--- src/rtl/clk_div_pkg.sv ---
// Shared constants for the multi-channel clock divider.
package clk_div_pkg;

  localparam int DIV_MIN    = 2;
  localparam int DIV_10KHZ  = 200;
  localparam int DIV_100KHZ = 20;
  localparam int DIV_1KHZ   = 2000;  // needs CNT_W >= 11
  localparam int CLK_SYS_HZ = 2_000_000;

  function automatic int ch_width(input int n);
    return (n > 1) ? $clog2(n) : 1;
  endfunction

endpackage

--- src/rtl/clk_div_multi_if.sv ---
// Control and output bundle of clk_div_multi; master drives, slave is the divider.
interface clk_div_multi_if #(
  parameter int NUM_CH = 2,
  parameter int CNT_W  = 8
) ();
  localparam int CH_W = clk_div_pkg::ch_width(NUM_CH);

  logic [NUM_CH-1:0] en;
  logic              sync;
  logic              div_wr;
  logic [CH_W-1:0]   div_ch;
  logic [CNT_W-1:0]  div_val;
  logic [NUM_CH-1:0] div_pend;
  logic              div_err;
  logic [NUM_CH-1:0] clk_out;
  logic [NUM_CH-1:0] tick;

  modport master (
    output en, sync, div_wr, div_ch, div_val,
    input  div_pend, div_err, clk_out, tick
  );

  modport slave (
    input  en, sync, div_wr, div_ch, div_val,
    output div_pend, div_err, clk_out, tick
  );
endinterface

--- src/rtl/clk_div_channel.sv ---
// One divider channel: period counter, active/shadow divisor, clk_out and tick.
module clk_div_channel #(
  parameter int CNT_W       = 8,
  parameter int DEFAULT_DIV = 200
) (
  input  logic             clk_2MHz,
  input  logic             reset,
  input  logic             en,
  input  logic             sync,
  input  logic             wr,
  input  logic [CNT_W-1:0] wr_val,
  output logic             pend,
  output logic             clk_out,
  output logic             tick
);
  logic [CNT_W-1:0] active_div;
  logic [CNT_W-1:0] shadow;
  logic [CNT_W-1:0] count;
  logic [CNT_W-1:0] count_inc;
  logic [CNT_W-1:0] half;
  logic [CNT_W-1:0] last;

  assign count_inc = count + CNT_W'(1);
  assign half      = active_div >> 1;
  assign last      = active_div - CNT_W'(1);

  always_ff @(posedge clk_2MHz or posedge reset) begin
    if (reset) begin
      active_div <= CNT_W'(DEFAULT_DIV);
      count      <= CNT_W'(DEFAULT_DIV - 1);
      shadow     <= '0;
      pend       <= 1'b0;
      clk_out    <= 1'b0;
      tick       <= 1'b0;
    end else begin
      if (!en) begin
        tick    <= 1'b0;
        clk_out <= 1'b0;
        // Parked at last count of the (possibly new) divisor so re-enable wraps at once.
        if (pend) begin
          active_div <= shadow;
          count      <= shadow - CNT_W'(1);
          pend       <= 1'b0;
        end else begin
          count <= last;
        end
      end else if (sync || count == last) begin
        count   <= '0;
        tick    <= 1'b1;
        clk_out <= 1'b1;
        if (pend) begin
          active_div <= shadow;
          pend       <= 1'b0;
        end
      end else begin
        count   <= count_inc;
        tick    <= 1'b0;
        clk_out <= (count_inc < half);
      end
      // A write on a boundary edge lands after the apply above and waits for the next one.
      if (wr) begin
        shadow <= wr_val;
        pend   <= 1'b1;
      end
    end
  end

endmodule

--- src/rtl/clk_div_multi.sv ---
// Multi-channel programmable clock divider: write decode/validation plus NUM_CH channels.
module clk_div_multi
  import clk_div_pkg::*;
#(
  parameter int NUM_CH      = 2,
  parameter int CNT_W       = 8,
  parameter int DEFAULT_DIV = 200
) (
  input  logic            clk_2MHz,
  input  logic            reset,
  clk_div_multi_if.slave  bus
);
  localparam int CH_W = ch_width(NUM_CH);

  logic              wr_ok;
  logic [NUM_CH-1:0] pend;
  logic [NUM_CH-1:0] clk_o;
  logic [NUM_CH-1:0] tick_o;
  logic              err_q;

  assign wr_ok = (32'(bus.div_ch) < 32'(NUM_CH)) && (bus.div_val >= CNT_W'(DIV_MIN));

  always_ff @(posedge clk_2MHz or posedge reset) begin
    if (reset) err_q <= 1'b0;
    else       err_q <= bus.div_wr && !wr_ok;
  end

  for (genvar i = 0; i < NUM_CH; i++) begin : g_ch
    clk_div_channel #(
      .CNT_W       (CNT_W),
      .DEFAULT_DIV (DEFAULT_DIV)
    ) u_ch (
      .clk_2MHz (clk_2MHz),
      .reset    (reset),
      .en       (bus.en[i]),
      .sync     (bus.sync),
      .wr       (bus.div_wr && wr_ok && (bus.div_ch == CH_W'(i))),
      .wr_val   (bus.div_val),
      .pend     (pend[i]),
      .clk_out  (clk_o[i]),
      .tick     (tick_o[i])
    );
  end

  assign bus.div_pend = pend;
  assign bus.clk_out  = clk_o;
  assign bus.tick     = tick_o;
  assign bus.div_err  = err_q;

endmodule
--- src/flat_wrapper.sv ---
// flat-port wrapper written by rule: the top's interface ports become plain ports
module clk_div_multi_flat import clk_div_pkg::*;
#(
  parameter int NUM_CH      = 2,
  parameter int CNT_W       = 8,
  parameter int DEFAULT_DIV = 200
)
  (clk_2MHz, reset, bus_en, bus_sync, bus_div_wr, bus_div_ch, bus_div_val, bus_div_pend, bus_div_err, bus_clk_out, bus_tick);
  clk_div_multi_if #(.NUM_CH(NUM_CH), .CNT_W(CNT_W)) bus_i ();
  input  logic clk_2MHz;
  input  logic reset;
  input wire logic [$bits(bus_i.en)-1:0] bus_en;
  input wire logic [$bits(bus_i.sync)-1:0] bus_sync;
  input wire logic [$bits(bus_i.div_wr)-1:0] bus_div_wr;
  input wire logic [$bits(bus_i.div_ch)-1:0] bus_div_ch;
  input wire logic [$bits(bus_i.div_val)-1:0] bus_div_val;
  output wire logic [$bits(bus_i.div_pend)-1:0] bus_div_pend;
  output wire logic [$bits(bus_i.div_err)-1:0] bus_div_err;
  output wire logic [$bits(bus_i.clk_out)-1:0] bus_clk_out;
  output wire logic [$bits(bus_i.tick)-1:0] bus_tick;
  assign bus_i.en = bus_en;
  assign bus_i.sync = bus_sync;
  assign bus_i.div_wr = bus_div_wr;
  assign bus_i.div_ch = bus_div_ch;
  assign bus_i.div_val = bus_div_val;
  assign bus_div_pend = bus_i.div_pend;
  assign bus_div_err = bus_i.div_err;
  assign bus_clk_out = bus_i.clk_out;
  assign bus_tick = bus_i.tick;
  clk_div_multi #(.NUM_CH(NUM_CH), .CNT_W(CNT_W), .DEFAULT_DIV(DEFAULT_DIV)) u_core (.clk_2MHz(clk_2MHz), .reset(reset), .bus(bus_i));
endmodule
--- config.mk ---
export PLATFORM = sky130hd
export DESIGN_NAME = clk_div_multi_flat
export DESIGN_NICKNAME = d
export VERILOG_FILES = /design/src/rtl/clk_div_pkg.sv /design/src/rtl/clk_div_multi_if.sv /design/src/rtl/clk_div_channel.sv /design/src/rtl/clk_div_multi.sv /design/src/flat_wrapper.sv
export SDC_FILE = /design/constraint.sdc
export NUM_CORES = 1
export LEC_CHECK = 0
export ABC_AREA = 1
export ABC_CLOCK_PERIOD_IN_PS = 1720
export CAP_MARGIN = 30
export CORE_ASPECT_RATIO = 1.75
export CORE_UTILIZATION = 54
export DETAILED_ROUTE_END_ITERATION = 10
export PLACE_DENSITY = 0.76
export REMOVE_ABC_BUFFERS = 1
export SLEW_MARGIN = 20
export SYNTH_ARGS = -nofsm -noshare
export SYNTH_HDL_FRONTEND = slang
export SYNTH_SLANG_ARGS = --single-unit
export TNS_END_PERCENT = 5
--- constraint.sdc ---
create_clock -name clk_2MHz -period 1.72 [get_ports clk_2MHz]
set_input_delay 0.172 -clock clk_2MHz [delete_from_list [all_inputs] [get_ports clk_2MHz]]
set_output_delay 0.172 -clock clk_2MHz [all_outputs]
set_load 0.1 [all_outputs]
==> metrics.md, run 1 <==
| Metric | Value |
|---|---|
| Wire per inst | `15.2 um` |
| Core area | `6590 um2` |
| GPL Wtd Cong | `0.921` |
| Pins Over Slew Limit | `0` |
| Multi-input logic area | `2210 um2` |
| Global-route wire length before repair | `16.7 mm` |
| Number of library cell types mapped by synthesis | `35` |
| Clock buffer count from CTS | `5` |
| Port bufs | `21` |
| DRT Pass-1 Iters | `4` |
| Post-route clock period utilization | `1.11` |
| Min-Delay Path Class | `in2async` |
| DRT iter0 DRCs | `98` |
| Least-Margin Pin Slew | `441 ps` |
| Pwr per Cell Area | `1200 nW/um2` |
| CP Capture Type | `flip-flop` |
| FFs w/ async S/R, synth | `1.00` |
| Total grt overflow | `0` |
| Post-DR vias/cell | `5.44` |
| Area leader, netlist | `dfrtp_1` |
| H-tree level count | `2` |
| Most frequent cells after synthesis | `147 x nand2_1, 62 x inv_1, 53 x nand3_1, 39 x dfrtp_1, 37 x o21ai_0` |
| Antenna cells | `0` |
| Global Route Usage Sum | `0.303` |
| TritonCTS clock tree | `done` |
| Initial antenna violation count | `0` |
| Area of the die | `7260 um2` |
| Die Span Y | `112 um` |
| Register area share after synthesis | `0.374` |
| Fmax | `525 MHz` |
| Final Skew | `5.81 ps` |
| Final WL | `10.1 mm` |
| Count leader, synth | `nand2_1` |
| Largest cells by area after synthesis | `dfrtp_1 26%, nand2_1 15%, dfstp_2 11%` |
| Worst Path Required | `1970 ps` |
| Crit Path Category | `reg2reg` |
| Avg Cell Area, Syn | `7.45 um2` |
| Post-DRT Antenna Nets | `0` |
| Post-synth top flop | `dfrtp_1` |
| Clk root buf | `clkbuf_16` |
| Clock slew at reported path FFs | `70 ps` |
| FF/Latch Area | `1400 um2` |
| Clk buf depth | `2` |
| Clk Latency, worst-skew pair | `300 ps` |
| Fillers | `520` |
| Area Growth Syn to Fin | `30.2%` |
| Worst Setup Start Kind | `flip-flop` |
| Final worst setup slack | `-186 ps` |
| Peak VDD IR | `808 uV` |
| Placed Cells | `652` |
| Std-Cell Rows | `39` |
| Total number of vias | `3,617` |
| Status | `finished with violations` |
| Initial Util | `0.566` |
| Remaining DRCs | `0` |
| YS warnings | `0` |
| Final HPWL DP | `7.63 mm` |
| Fin crit period | `1910 ps` |
| NumNets Final | `615` |
| Sink Count | `55` |
| Share of layout cells above drive strength 1 | `0.307` |
| Crit-path max FO | `8` |
| Yosys top cell area share | `0.262` |
| Critical Path AT | `2150 ps` |
| Final hold violation count | `0` |
| Synth Instances | `501` |
| Slew headroom | `0.705` |
| Mapped cell area | `3730 um2` |
| Leak | `2.43 nW` |
| DIE WIDTH | `64.8 um` |
| #FFs+latches synth | `55` |
| IO Pins | `22` |
| Fin cells | `665` |
| PnR Total Power | `0.00583 W` |
| Pin count of the biggest net entering global routing | `29` |
| EDFF count, synth | `0` |
| Final setup viols | `37` |
| RSZ-0062 raised after global routing | `yes` |
| Setup TNS | `-5400 ps` |
| Hold slack | `259 ps` |
| Vias in the first global route | `3,810` |
| Failing checks | `setup timing` |
| Max-cap violation count | `0` |
| Final Util | `0.738` |
## area by class of cell
cell class | instances | area share
Clock inverter | 3 | 0.00489
Multi-Input combinational cell | 368 | 0.454
Tap cell | 82 | 0.0211
Clock buffer | 5 | 0.0258
Inverter | 64 | 0.0494
Sequential cell | 55 | 0.288
Timing Repair Buffer | 88 | 0.157
## placed cells by master (no fill, tap or decap), types with 7 or more instances in the layout
cell / netlist / routed
a21oi_1: 14 / 10
buf_4: 6 / 68
clkdlybuf4s50_1: 0 / 14
dfrtp_1: 39 / 37
dfstp_2: 16 / 16
ha_1: 18 / 13
inv_1: 62 / 51
inv_2: 2 / 13
nand2_1: 147 / 140
nand2_2: 6 / 11
nand3_1: 53 / 45
nand3_2: 8 / 15
nor2_1: 29 / 26
nor2_2: 7 / 7
o21ai_0: 37 / 28
o21ai_1: 1 / 7
xor2_1: 12 / 9
## where the power goes
group / internal [W] / switching (W)
logic: 0.00132 / 0.00158
clock network: 0.000549 / 0.000506
registers: 0.00159 / 0.000282
## what timing repair did
item                       in CTS  in global routing
pin swaps                       8                 19
resized for setup              30                 40
setup endpoints to repair      37                 38
hold buffers                    0                  0
setup buffers                   4                  2
## registers in the layout (all words and copies together), names as in the netlist
signal,count
u_core.g_ch.u_ch.active_div,16
u_core.g_ch.u_ch.count,16
u_core.g_ch.u_ch.shadow,16
u_core.g_ch.u_ch.clk_out,2
u_core.g_ch.u_ch.pend,2
u_core.g_ch.u_ch.tick,2
u_core.bus.div_err,1
## kinds of logic after synthesis
family                     Yosys count  share of synthesized area
adders and majority gates           18                     0.0604
buffers and inverters               78                     0.0915
AOI/OAI and AO/OA                   62                     0.0905
DFF                                 55                      0.374
and+or+nand+nor                    270                      0.334
xor gates and xnor gates            18                     0.0496
## per-stage QoR
step	instance area [um2]	setup WS [ps]
2_1_floorplan	3630	-402
3_3_place_gp	4440	-213
3_5_place_dp	4440	-274
4_1_cts	4730	-249
5_1_grt	4860	-316
6_report	4860	-186
## layer usage
layer / global-route usage / vias up / wire length [um]
met5: 0 / - / 0
met4: 0.200 / 0 / 512
met3: 0.0410 / 40 / 186
met2: 0.588 / 72 / 5890
met1: 0.275 / 1728 / 3490
li1: - / 1777 / -
## worst max-delay path, cell delays in order (launching register included)
cell and delay, ps:
dfstp_2 560, buf_4 130, inv_1 40, nand2_1 50
nand2_1 50, nor2_2 110, nand3_2 110, nor2_2 90
nand2_1 70, nor2_2 110, nand2_2 90, nand3_4 130
buf_8 160, nand3_1 70, nand2_1 70
## final timing paths
path,from,slack [ps],endpoint,depth (start not counted)
max,u_core.g_ch[1].u_ch.count[0],-190,u_core.g_ch[1].u_ch.active_div[4],14
min,reset,260,u_core.g_ch[0].u_ch.clk_out,3
max reg2reg,u_core.g_ch[1].u_ch.count[0],-190,u_core.g_ch[1].u_ch.active_div[4],14
min reg2reg,u_core.g_ch[0].u_ch.active_div[6],480,u_core.g_ch[0].u_ch.active_div[6],2
max in group asynchronous,reset,1140,u_core.g_ch[1].u_ch.count[1],3
min in group clk_2MHz,bus_div_val[0],470,u_core.g_ch[1].u_ch.shadow[0],3
Power figures use the tool's default switching activity.
==> run 2: changes to the inputs <==
--- a/config.mk
+++ b/config.mk
@@ -11,7 +11,7 @@
 export CORE_ASPECT_RATIO = 1.75
 export CORE_UTILIZATION = 54
 export DETAILED_ROUTE_END_ITERATION = 10
-export PLACE_DENSITY = 0.76
+export PLACE_DENSITY_LB_ADDON = 0.25
 export REMOVE_ABC_BUFFERS = 1
 export SLEW_MARGIN = 20
 export SYNTH_ARGS = -nofsm -noshare
==> run 2 against run 1 <==
- the run still ends with setup timing left
- sequential share of layout area rose by 0.19 points
- maximum frequency fell by 2.4%
- sequential cell count did not move
- power fell by 2.0%
- via count fell by 1.9%
- largest cell class unchanged
- clock skew fell by 2.0 ps
- count of clock-buffer cells in the layout rose by 2
- design area fell by 0.85%
- register-to-register slack got worse by 50 ps
- final cell count fell by 0.15%
==> metrics.md, run 2 (synthesized netlist as in run 1, its figures left out) <==
| Metric | Value |
|---|---|
| Final Skew | `3.80 ps` |
| Std-Cell Rows | `39` |
| Final worst setup slack | `-233 ps` |
| Clk buf depth | `2` |
| Fin crit period | `1950 ps` |
| Leak | `2.43 nW` |
| Crit Path Category | `reg2reg` |
| Antenna cells | `0` |
| Status | `finished with violations` |
| Pin count of the biggest net entering global routing | `36` |
| NumNets Final | `614` |
| Final hold violation count | `0` |
| Area of the die | `7260 um2` |
| Global-route wire length before repair | `16.3 mm` |
| DIE WIDTH | `64.8 um` |
| Fillers | `532` |
| Least-Margin Pin Slew | `456 ps` |
| Vias in the first global route | `3,753` |
| Clock share of power | `0.192` |
| Peak VDD IR | `762 uV` |
| Fmax | `512 MHz` |
| Sequential group share of total power | `0.327` |
| Pins Over Slew Limit | `0` |
| Min-Delay Path Class | `in2async` |
| Clock buffer count from CTS | `5` |
| Clk Latency, worst-skew pair | `300 ps` |
| Final WL | `9.72 mm` |
| Sw frac | `0.394` |
| Cts hold-fix bufs | `0` |
| Remaining DRCs | `0` |
| Most common cell after layout, fill and taps aside | `nand2_1` |
| Worst Path Required | `1960 ps` |
| CP Capture Type | `flip-flop` |
| Critical Path AT | `2190 ps` |
| Total grt overflow | `0` |
| Global Route Usage Sum | `0.296` |
| Max-cap violation count | `0` |
| Cell Int Power | `0.00346 W` |
| Initial antenna violation count | `0` |
| Most frequent cells in the layout | `142 x nand2_1, 64 x buf_4, 53 x inv_1` |
| Failing checks | `setup timing` |
| Initial Util | `0.566` |
| Slew headroom | `0.695` |
| Share of layout cells above drive strength 1 | `0.278` |
| Top Registers | `u_core.g_ch.u_ch.active_div x16, u_core.g_ch.u_ch.count x16, u_core.g_ch.u_ch.shadow x16` |
| Clock slew at reported path FFs | `70 ps` |
| Core area | `6590 um2` |
| RSZ-0062 raised after global routing | `yes` |
| Die Span Y | `112 um` |
| Pwr per Cell Area | `1190 nW/um2` |
| Wire per inst | `14.6 um` |
| Final setup viols | `37` |
| Post-DRT Antenna Nets | `0` |
| GPL Wtd Cong | `0.917` |
| DRT Pass-1 Iters | `4` |
| Total number of vias | `3,549` |
| Final Util | `0.731` |
| P_sw | `0.00225 W` |
| Sink Count | `55` |
| H-tree level count | `2` |
| Worst Setup Start Kind | `flip-flop` |
| DRT iter0 DRCs | `108` |
| Comb pwr share | `0.482` |
| TritonCTS clock tree | `done` |
| Post-route clock period utilization | `1.14` |
| Clk root buf | `clkbuf_16` |
| IO Pins | `22` |
| Port bufs | `21` |
| PnR Total Power | `0.00571 W` |
| Final HPWL DP | `7.24 mm` |
| Area Growth Syn to Fin | `29.1%` |
| Post-DR vias/cell | `5.34` |
| Crit-path max FO | `3` |
run 2: cell type report:
class | instances | area (um2) | share of cell area
inverter | 64 | 240 | 0.0499
clock inverter | 1 | 7.51 | 0.00156
tap | 82 | 103 | 0.0213
multi-input combinational | 368 | 2150 | 0.447
timing repair buffer | 87 | 766 | 0.159
clock buffer | 7 | 153 | 0.0317
sequential | 55 | 1400 | 0.290
run 2: per-stage QoR:
step           instances  worst slack (ps)  TNS, ps  area (um2)  hold WS (ps)
4_1_cts              664              -217    -4930        4770           164
6_report             664              -233    -4370        4820           153
2_1_floorplan        487              -402    -5430        3630           278
5_1_grt              664              -338    -9810        4820           195
3_3_place_gp         651              -198    -5070        4450           473
3_5_place_dp         651              -257    -6240        4450           476
run 2: power by group through the flow:
stage                     combinational, W  sequential (W)  clock [W]
after global routing               0.00306         0.00190    0.00115
final                              0.00275         0.00187    0.00109
after detailed placement           0.00248         0.00186          0
after floorplan                    0.00140         0.00199          0
after global placement             0.00242         0.00185          0
after CTS                          0.00268         0.00185    0.00111
run 2: critical path, cell delays in order (launching register included):
cell and delay (ps):
dfstp_2 570, nand3_2 110, xnor2_2 150, ha_1 310, a21oi_2 150, o21ai_1 100, a21oi_1 160, nor2_1 50
o21ai_0 130, nand3_1 90, nand2_1 70
run 2: per-layer routing:
layer | track usage | up-vias | part of all wire
met2 | 0.579 | 56 | 0.59
met1 | 0.277 | 1689 | 0.35
li1 | - | 1767 | -
met5 | 0 | - | 0
met4 | 0.179 | 0 | 0.050
met3 | 0.0297 | 37 | 0.017
run 2: final timing paths:
path | startpoint | endpoint | slack (ps) | cells after the start
min in group clk_2MHz | bus_div_wr | u_core.bus.div_err | 460 | 3
max reg2reg | u_core.g_ch[1].u_ch.count[1] | u_core.g_ch[1].u_ch.clk_out | -230 | 10
min | reset | u_core.g_ch[0].u_ch.count[5] | 150 | 2
max in group asynchronous | reset | u_core.g_ch[1].u_ch.count[2] | 1000 | 3
min reg2reg | u_core.g_ch[1].u_ch.active_div[6] | u_core.g_ch[1].u_ch.active_div[6] | 490 | 2
max | u_core.g_ch[1].u_ch.count[1] | u_core.g_ch[1].u_ch.clk_out | -230 | 10
run 2: timing repair:
action,CTS,global route
pin swaps,11,13
endpoints found under the setup margin,37,38
setup buffers,4,0
resized for setup,35,15
endpoints found under the hold margin,0,0
gates cloned,1,0
